$ cat src/rtl/hue_rgbw_engine.sv
// Hue-wheel / RGB-to-RGBW colour engine. Each channel is scaled by an external
// handshaked multiplier, then all four outputs update together.
module hue_rgbw_engine #(
  parameter int         DW           = 8,
  parameter logic [7:0] MODE_DIRECT  = 8'h21,
  parameter logic [7:0] MODE_WHEEL   = 8'hA4,
  parameter logic [7:0] MODE_EXTRACT = 8'h5A
) (
  input  logic            clk,
  input  logic            reset,
  input  logic [7:0]      mode,
  input  logic [DW-1:0]   lint,
  input  logic [DW-1:0]   color_idx,
  input  logic [DW-1:0]   white_in,
  input  logic [DW-1:0]   red_in,
  input  logic [DW-1:0]   green_in,
  input  logic [DW-1:0]   blue_in,
  output logic [DW-1:0]   mult1,
  output logic [DW-1:0]   mult2,
  output logic            ld,
  input  logic            mult_ok,
  input  logic [2*DW-1:0] mult_res,
  output logic [DW-1:0]   red_out,
  output logic [DW-1:0]   green_out,
  output logic [DW-1:0]   blue_out,
  output logic [DW-1:0]   white_out,
  output logic            out_valid,
  output logic            busy
);

  localparam logic [DW-1:0] MAX = {DW{1'b1}};

  typedef enum logic [3:0] {
    S_IDLE = 4'd0, S_HUE = 4'd1, S_SAT = 4'd2, S_EXTRACT = 4'd3,
    S_MUL_W = 4'd4, S_MUL_R = 4'd5, S_MUL_G = 4'd6, S_MUL_B = 4'd7, S_OUT = 4'd8
  } state_e;

  state_e          state_q, state_d;
  logic [DW-1:0]   lint_q, lint_d, idx_q, idx_d;
  logic [DW-1:0]   w_q, w_d, r_q, r_d, g_q, g_d, b_q, b_d;
  logic [DW-1:0]   ro_q, ro_d, go_q, go_d, bo_q, bo_d, wo_q, wo_d;
  logic            ld_q, ld_d, ov_q, ov_d;

  function automatic logic [DW-1:0] sat_add(input logic [DW-1:0] a, input logic [DW-1:0] b);
    logic [DW:0] s;
    s = {1'b0, a} + {1'b0, b};
    return s[DW] ? MAX : s[DW-1:0];
  endfunction

  // idx*6 as shift-add; the top three bits select the wheel sector
  logic [DW+2:0] p;
  logic [2:0]    sector;
  logic [DW-1:0] up, dn, mn_rg, mn;
  assign p      = ({3'b000, idx_q} << 2) + ({3'b000, idx_q} << 1);
  assign sector = p[DW+2:DW];
  assign up     = p[DW-1:0];
  assign dn     = MAX - up;
  assign mn_rg  = (r_q < g_q) ? r_q : g_q;
  assign mn     = (mn_rg < b_q) ? mn_rg : b_q;

  logic          mul_st;
  logic [DW-1:0] chan;
  logic [2*DW-1:0] prod_sum;
  assign mul_st = (state_q == S_MUL_W) || (state_q == S_MUL_R) ||
                  (state_q == S_MUL_G) || (state_q == S_MUL_B);

  always_comb begin
    chan = '0;
    case (state_q)
      S_MUL_W: chan = w_q;
      S_MUL_R: chan = r_q;
      S_MUL_G: chan = g_q;
      S_MUL_B: chan = b_q;
      default: chan = '0;
    endcase
  end

  assign mult1 = mul_st ? lint_q : '0;
  assign mult2 = chan;
  // x*(lint+1) = x*lint + x, so full and zero intensity are exact
  assign prod_sum = mult_res + {{DW{1'b0}}, mult2};

  always_comb begin
    state_d = state_q;
    lint_d = lint_q; idx_d = idx_q;
    w_d = w_q; r_d = r_q; g_d = g_q; b_d = b_q;
    ro_d = ro_q; go_d = go_q; bo_d = bo_q; wo_d = wo_q;
    ld_d = ld_q;
    ov_d = 1'b0;
    case (state_q)
      S_IDLE: begin
        ld_d = 1'b0;
        lint_d = lint; idx_d = color_idx;
        w_d = white_in; r_d = red_in; g_d = green_in; b_d = blue_in;
        if (mode == MODE_DIRECT) begin
          ro_d = red_in; go_d = green_in; bo_d = blue_in; wo_d = white_in;
          ov_d = 1'b1;
        end else if (mode == MODE_WHEEL) begin
          state_d = S_HUE;
        end else if (mode == MODE_EXTRACT) begin
          state_d = S_EXTRACT;
        end
      end
      S_HUE: begin
        state_d = S_SAT;
        case (sector)
          3'd0:    begin r_d = MAX; g_d = up;  b_d = '0;  end
          3'd1:    begin r_d = dn;  g_d = MAX; b_d = '0;  end
          3'd2:    begin r_d = '0;  g_d = MAX; b_d = up;  end
          3'd3:    begin r_d = '0;  g_d = dn;  b_d = MAX; end
          3'd4:    begin r_d = up;  g_d = '0;  b_d = MAX; end
          default: begin r_d = MAX; g_d = '0;  b_d = dn;  end
        endcase
      end
      S_SAT: begin
        r_d = sat_add(r_q, w_q);
        g_d = sat_add(g_q, w_q);
        b_d = sat_add(b_q, w_q);
        state_d = S_MUL_W;
      end
      S_EXTRACT: begin
        w_d = mn;
        r_d = r_q - mn; g_d = g_q - mn; b_d = b_q - mn;
        state_d = S_MUL_W;
      end
      S_MUL_W, S_MUL_R, S_MUL_G, S_MUL_B: begin
        if (ld_q) begin
          if (mult_ok) begin
            ld_d = 1'b0;
            case (state_q)
              S_MUL_W: begin w_d = prod_sum[2*DW-1:DW]; state_d = S_MUL_R; end
              S_MUL_R: begin r_d = prod_sum[2*DW-1:DW]; state_d = S_MUL_G; end
              S_MUL_G: begin g_d = prod_sum[2*DW-1:DW]; state_d = S_MUL_B; end
              S_MUL_B: begin b_d = prod_sum[2*DW-1:DW]; state_d = S_OUT;   end
              default: state_d = S_IDLE;
            endcase
          end
        end else if (!mult_ok) begin
          // wait for the previous done to clear before the next request
          ld_d = 1'b1;
        end
      end
      S_OUT: begin
        ro_d = r_q; go_d = g_q; bo_d = b_q; wo_d = w_q;
        ov_d = 1'b1;
        state_d = S_IDLE;
      end
      default: begin
        state_d = S_IDLE;
        ld_d = 1'b0;
      end
    endcase
  end

  always_ff @(posedge clk or negedge reset) begin
    if (!reset) begin
      state_q <= S_IDLE;
      lint_q <= '0; idx_q <= '0;
      w_q <= '0; r_q <= '0; g_q <= '0; b_q <= '0;
      ro_q <= '0; go_q <= '0; bo_q <= '0; wo_q <= '0;
      ld_q <= 1'b0; ov_q <= 1'b0;
    end else begin
      state_q <= state_d;
      lint_q <= lint_d; idx_q <= idx_d;
      w_q <= w_d; r_q <= r_d; g_q <= g_d; b_q <= b_d;
      ro_q <= ro_d; go_q <= go_d; bo_q <= bo_d; wo_q <= wo_d;
      ld_q <= ld_d; ov_q <= ov_d;
    end
  end

  assign ld        = ld_q;
  assign out_valid = ov_q;
  assign busy      = (state_q != S_IDLE);
  assign red_out   = ro_q;
  assign green_out = go_q;
  assign blue_out  = bo_q;
  assign white_out = wo_q;

endmodule

$ cat config.mk
export PLATFORM = sky130hd
export DESIGN_NAME = hue_rgbw_engine
export DESIGN_NICKNAME = d
export VERILOG_FILES = /design/src/rtl/hue_rgbw_engine.sv
export SDC_FILE = /design/constraint.sdc
export NUM_CORES = 1
export LEC_CHECK = 0
export BUFFER_PORTS_ARGS = -buffer_cell sky130_fd_sc_hd__buf_2
export CAP_MARGIN = 30
export CORE_MARGIN = 1.5
export CORE_UTILIZATION = 25
export CTS_BUF_LIST = sky130_fd_sc_hd__clkbuf_4
export CTS_CLUSTER_DIAMETER = 60
export CTS_CLUSTER_SIZE = 40
export DETAILED_ROUTE_END_ITERATION = 16
export GPL_ROUTABILITY_DRIVEN = 1
export PLACE_DENSITY_LB_ADDON = 0.25
export SYNTH_ARGS = -nofsm -noshare
export SYNTH_HDL_FRONTEND = slang
export SYNTH_SLANG_ARGS = --single-unit
$ cat constraint.sdc
create_clock -name clk -period 15.7 [get_ports clk]
set_input_delay 1.57 -clock clk [delete_from_list [all_inputs] [get_ports clk]]
set_output_delay 1.57 -clock clk [all_outputs]
set_load 0.01 [all_outputs]
==> impl_results.md <==
- Synthesis-to-layout area growth: 14.45%
- Via density: 5.286
- Synth async-reset ratio: 100.0%
- Die ar.: 34,630 um2
- Mapped cell area: 8381 um2
- Reg2Reg Depth: 26
- Fmax: 0.1421 GHz
- Nets: 1,253
- Rows: 66
- CP required: 16,120 ps
- Largest net degree at the start of global routing: 67
- Number of synthesized flops with an enable pin: 0
- First-pass GRT wire length: 50.50 mm
- Gr usage total: 19.66%
- CTS buffer count: 9
- Longest Clk Path Bufs: 2
- RSZ-0062 raised after global routing: no
- Cts hold-fix bufs: 0
- Clk pin slew, worst setup/hold paths: 170 ps
- Final Hold Violating Endpoints: 0
- Slew Limit Fails: 0
- Critical path class: reg -> reg
- #FFs+latches synth: 86
- Distinct cells, synth: 80
- Worst hold path cell count: 1
- R2R Setup Slk: 8660 ps
- Avg Cell Area, Syn: 8.273 um2
- Number of max-cap violations: 0
- Syn Inst Count: 1,013
- Period minus WS final: 7037 ps
- GRT overflow: 0
- DRT Wirelength: 33.33 mm
- Syn nets: 1,157
- Hold_ws: 523.3 ps
- RR Startpoint: g_q[7]$_DFFE_PN0P_
- Yosys top cell by area: dfrtp_1
- Number of global-route vias before repair: 8,074
- Top cells by area, synth: dfrtp_1, ha_1, o21ai_0
- Startpoint Class: register
- Outcome: complete, no violations
- Prevailing post-synth register cell: dfrtp_1
- Maximum fanout along the worst path: 14
- Commonest non-fill, non-tap cell in the layout: buf_2
- Root Buffer: clkbuf_4
- Core area: 32,780 um2
- Slew headroom: 31.30%
- Critical Path Sink Type: register
- Initial DRC Count: 653
- Skew-Pair Late Insertion Delay: 520 ps
- Hold Path End: lint_q[5]$_DFFE_PN0P_
- Final ANT Viol Nets: 0
- Final setup vio count: 0
- CTS tree: done
- Layout cells sized above 1: 19.30%
- DR WL/cell: 21.40 um
- Slowest Stage Delay on Critical Path: 710 ps
- Post-CTS Setup Bufs: 0
- Setup Skew: 28.16 ps
- Most frequent cells in the layout: buf_2, o21ai_0, nand2_1, dfrtp_1, a21oi_1
- Slew @ Worst Pin: 1023 ps
- Fin crit share: 44.82%
- Via count: 8,231
- Min-Delay Path Class: reg -> reg
- Resized Gates After CTS: 0
- DIE HEIGHT: 186.1 um
- Post-detail-place hpwl: 25.82 mm
- Die width: 186.1 um
- Worst hold start: lint_q[5]$_DFFE_PN0P_
- CTS Sinks: 86
- Worst path top cell family by delay: compound AO/OA/AOI/OAI gates
- Yosys top cell area share: 25.68%
- Fill cells: 3,632
- Port bufs: 125
- Critical path's slowest cell: o21ai_2
- # IOs: 126
- RR Endpoint: g_q[7]$_DFFE_PN0P_
- Worst EP arrival: 7460 ps
- First-pass detailed-route iteration total: 5
- Sequential fraction of the synthesis area: 25.68%
- Residual DRC: 0
- Setup tns final: 0 ps
- Initial core utilization: 25.56%
- Yosys warnings: 0
- Initial antenna violation count: 1
- WP buf/inv: 3
- H-tree Lvls: 3
- GP Congestion: 0.9261
per-stage QoR:
stage | area, um2 | instances | util [%] | setup WS, ps
floorplan | 8381 | 1013 | - | 9425
finish | 9592 | 1557 | 29.26 | 8663
detailed placement | 9440 | 1540 | 28.80 | 8882
global placement | 9425 | 1538 | 28.75 | 9010
global route | 9592 | 1557 | 29.26 | 8145
CTS | 9589 | 1556 | 29.25 | 8834
layout make-up:
| class | instances | area (um2) | area share (%) |
|---|---|---|---|
| well taps | 442 | 553.0 | 5.766 |
| diodes | 1 | 2.502 | 0.02609 |
| clock buffers | 9 | 67.56 | 0.7044 |
| inverters | 56 | 210.2 | 2.191 |
| clock inverters | 7 | 81.33 | 0.8479 |
| repair buffers | 138 | 725.7 | 7.566 |
| flip-flops and latches | 86 | 2152 | 22.44 |
| multi-input cells | 818 | 5799 | 60.46 |
routing by layer:
metal	wire length (um)	up-vias	part of all wire [%]	track usage (%)
li1	-	3901	-	-
met3	1695	58	5.1	2.544
met2	15810	293	47	32.79
met4	1114	0	3.3	7.613
met1	14710	3979	44	25.71
met5	0	-	0	0
cells by family after synthesis:
| family | count (synthesis) | share of synthesized area (%) |
|---|---|---|
| buffers and inverters | 109 | 5.270 |
| adders and majority gates | 76 | 11.56 |
| and+or+nand+nor | 292 | 16.48 |
| DFF | 86 | 25.68 |
| xor gates and xnor gates | 50 | 5.225 |
| AOI/OAI and AO/OA | 327 | 25.10 |
| muxes | 73 | 10.69 |
synth_stat cells, types with 8 or more instances:
cell      count
a211oi_1     16
a21o_1       15
a21oi_1      77
a31oi_1      10
and2_1       24
clkbuf_1     43
dfrtp_1      86
ha_1         65
inv_1        53
mux2_2       17
mux2i_1      41
mux4_2        8
nand2_1      95
nand2b_1      9
nand3_1      23
nor2_1       76
nor2b_1      10
nor3_1       18
o21ai_0     112
o22ai_1      10
xnor2_1      40
xor2_1       10
worst max path at each step:
stage,from,end,slack (ps),cells after the start
final,g_q[7]$_DFFE_PN0P_,g_q[7]$_DFFE_PN0P_,8660,26
after CTS,g_q[7]$_DFFE_PN0P_,g_q[7]$_DFFE_PN0P_,8830,26
after detailed placement,g_q[7]$_DFFE_PN0P_,g_q[7]$_DFFE_PN0P_,8880,26
after global placement,g_q[7]$_DFFE_PN0P_,g_q[7]$_DFFE_PN0P_,9010,26
after global routing,g_q[7]$_DFFE_PN0P_,g_q[7]$_DFFE_PN0P_,8150,26
after floorplan,g_q[5]$_DFFE_PN0P_,g_q[7]$_DFFE_PN0P_,9420,28
Power is left out: the tool's default activity adds up to more than one toggle a clock period on the data nets, which glitch-free logic cannot reach.
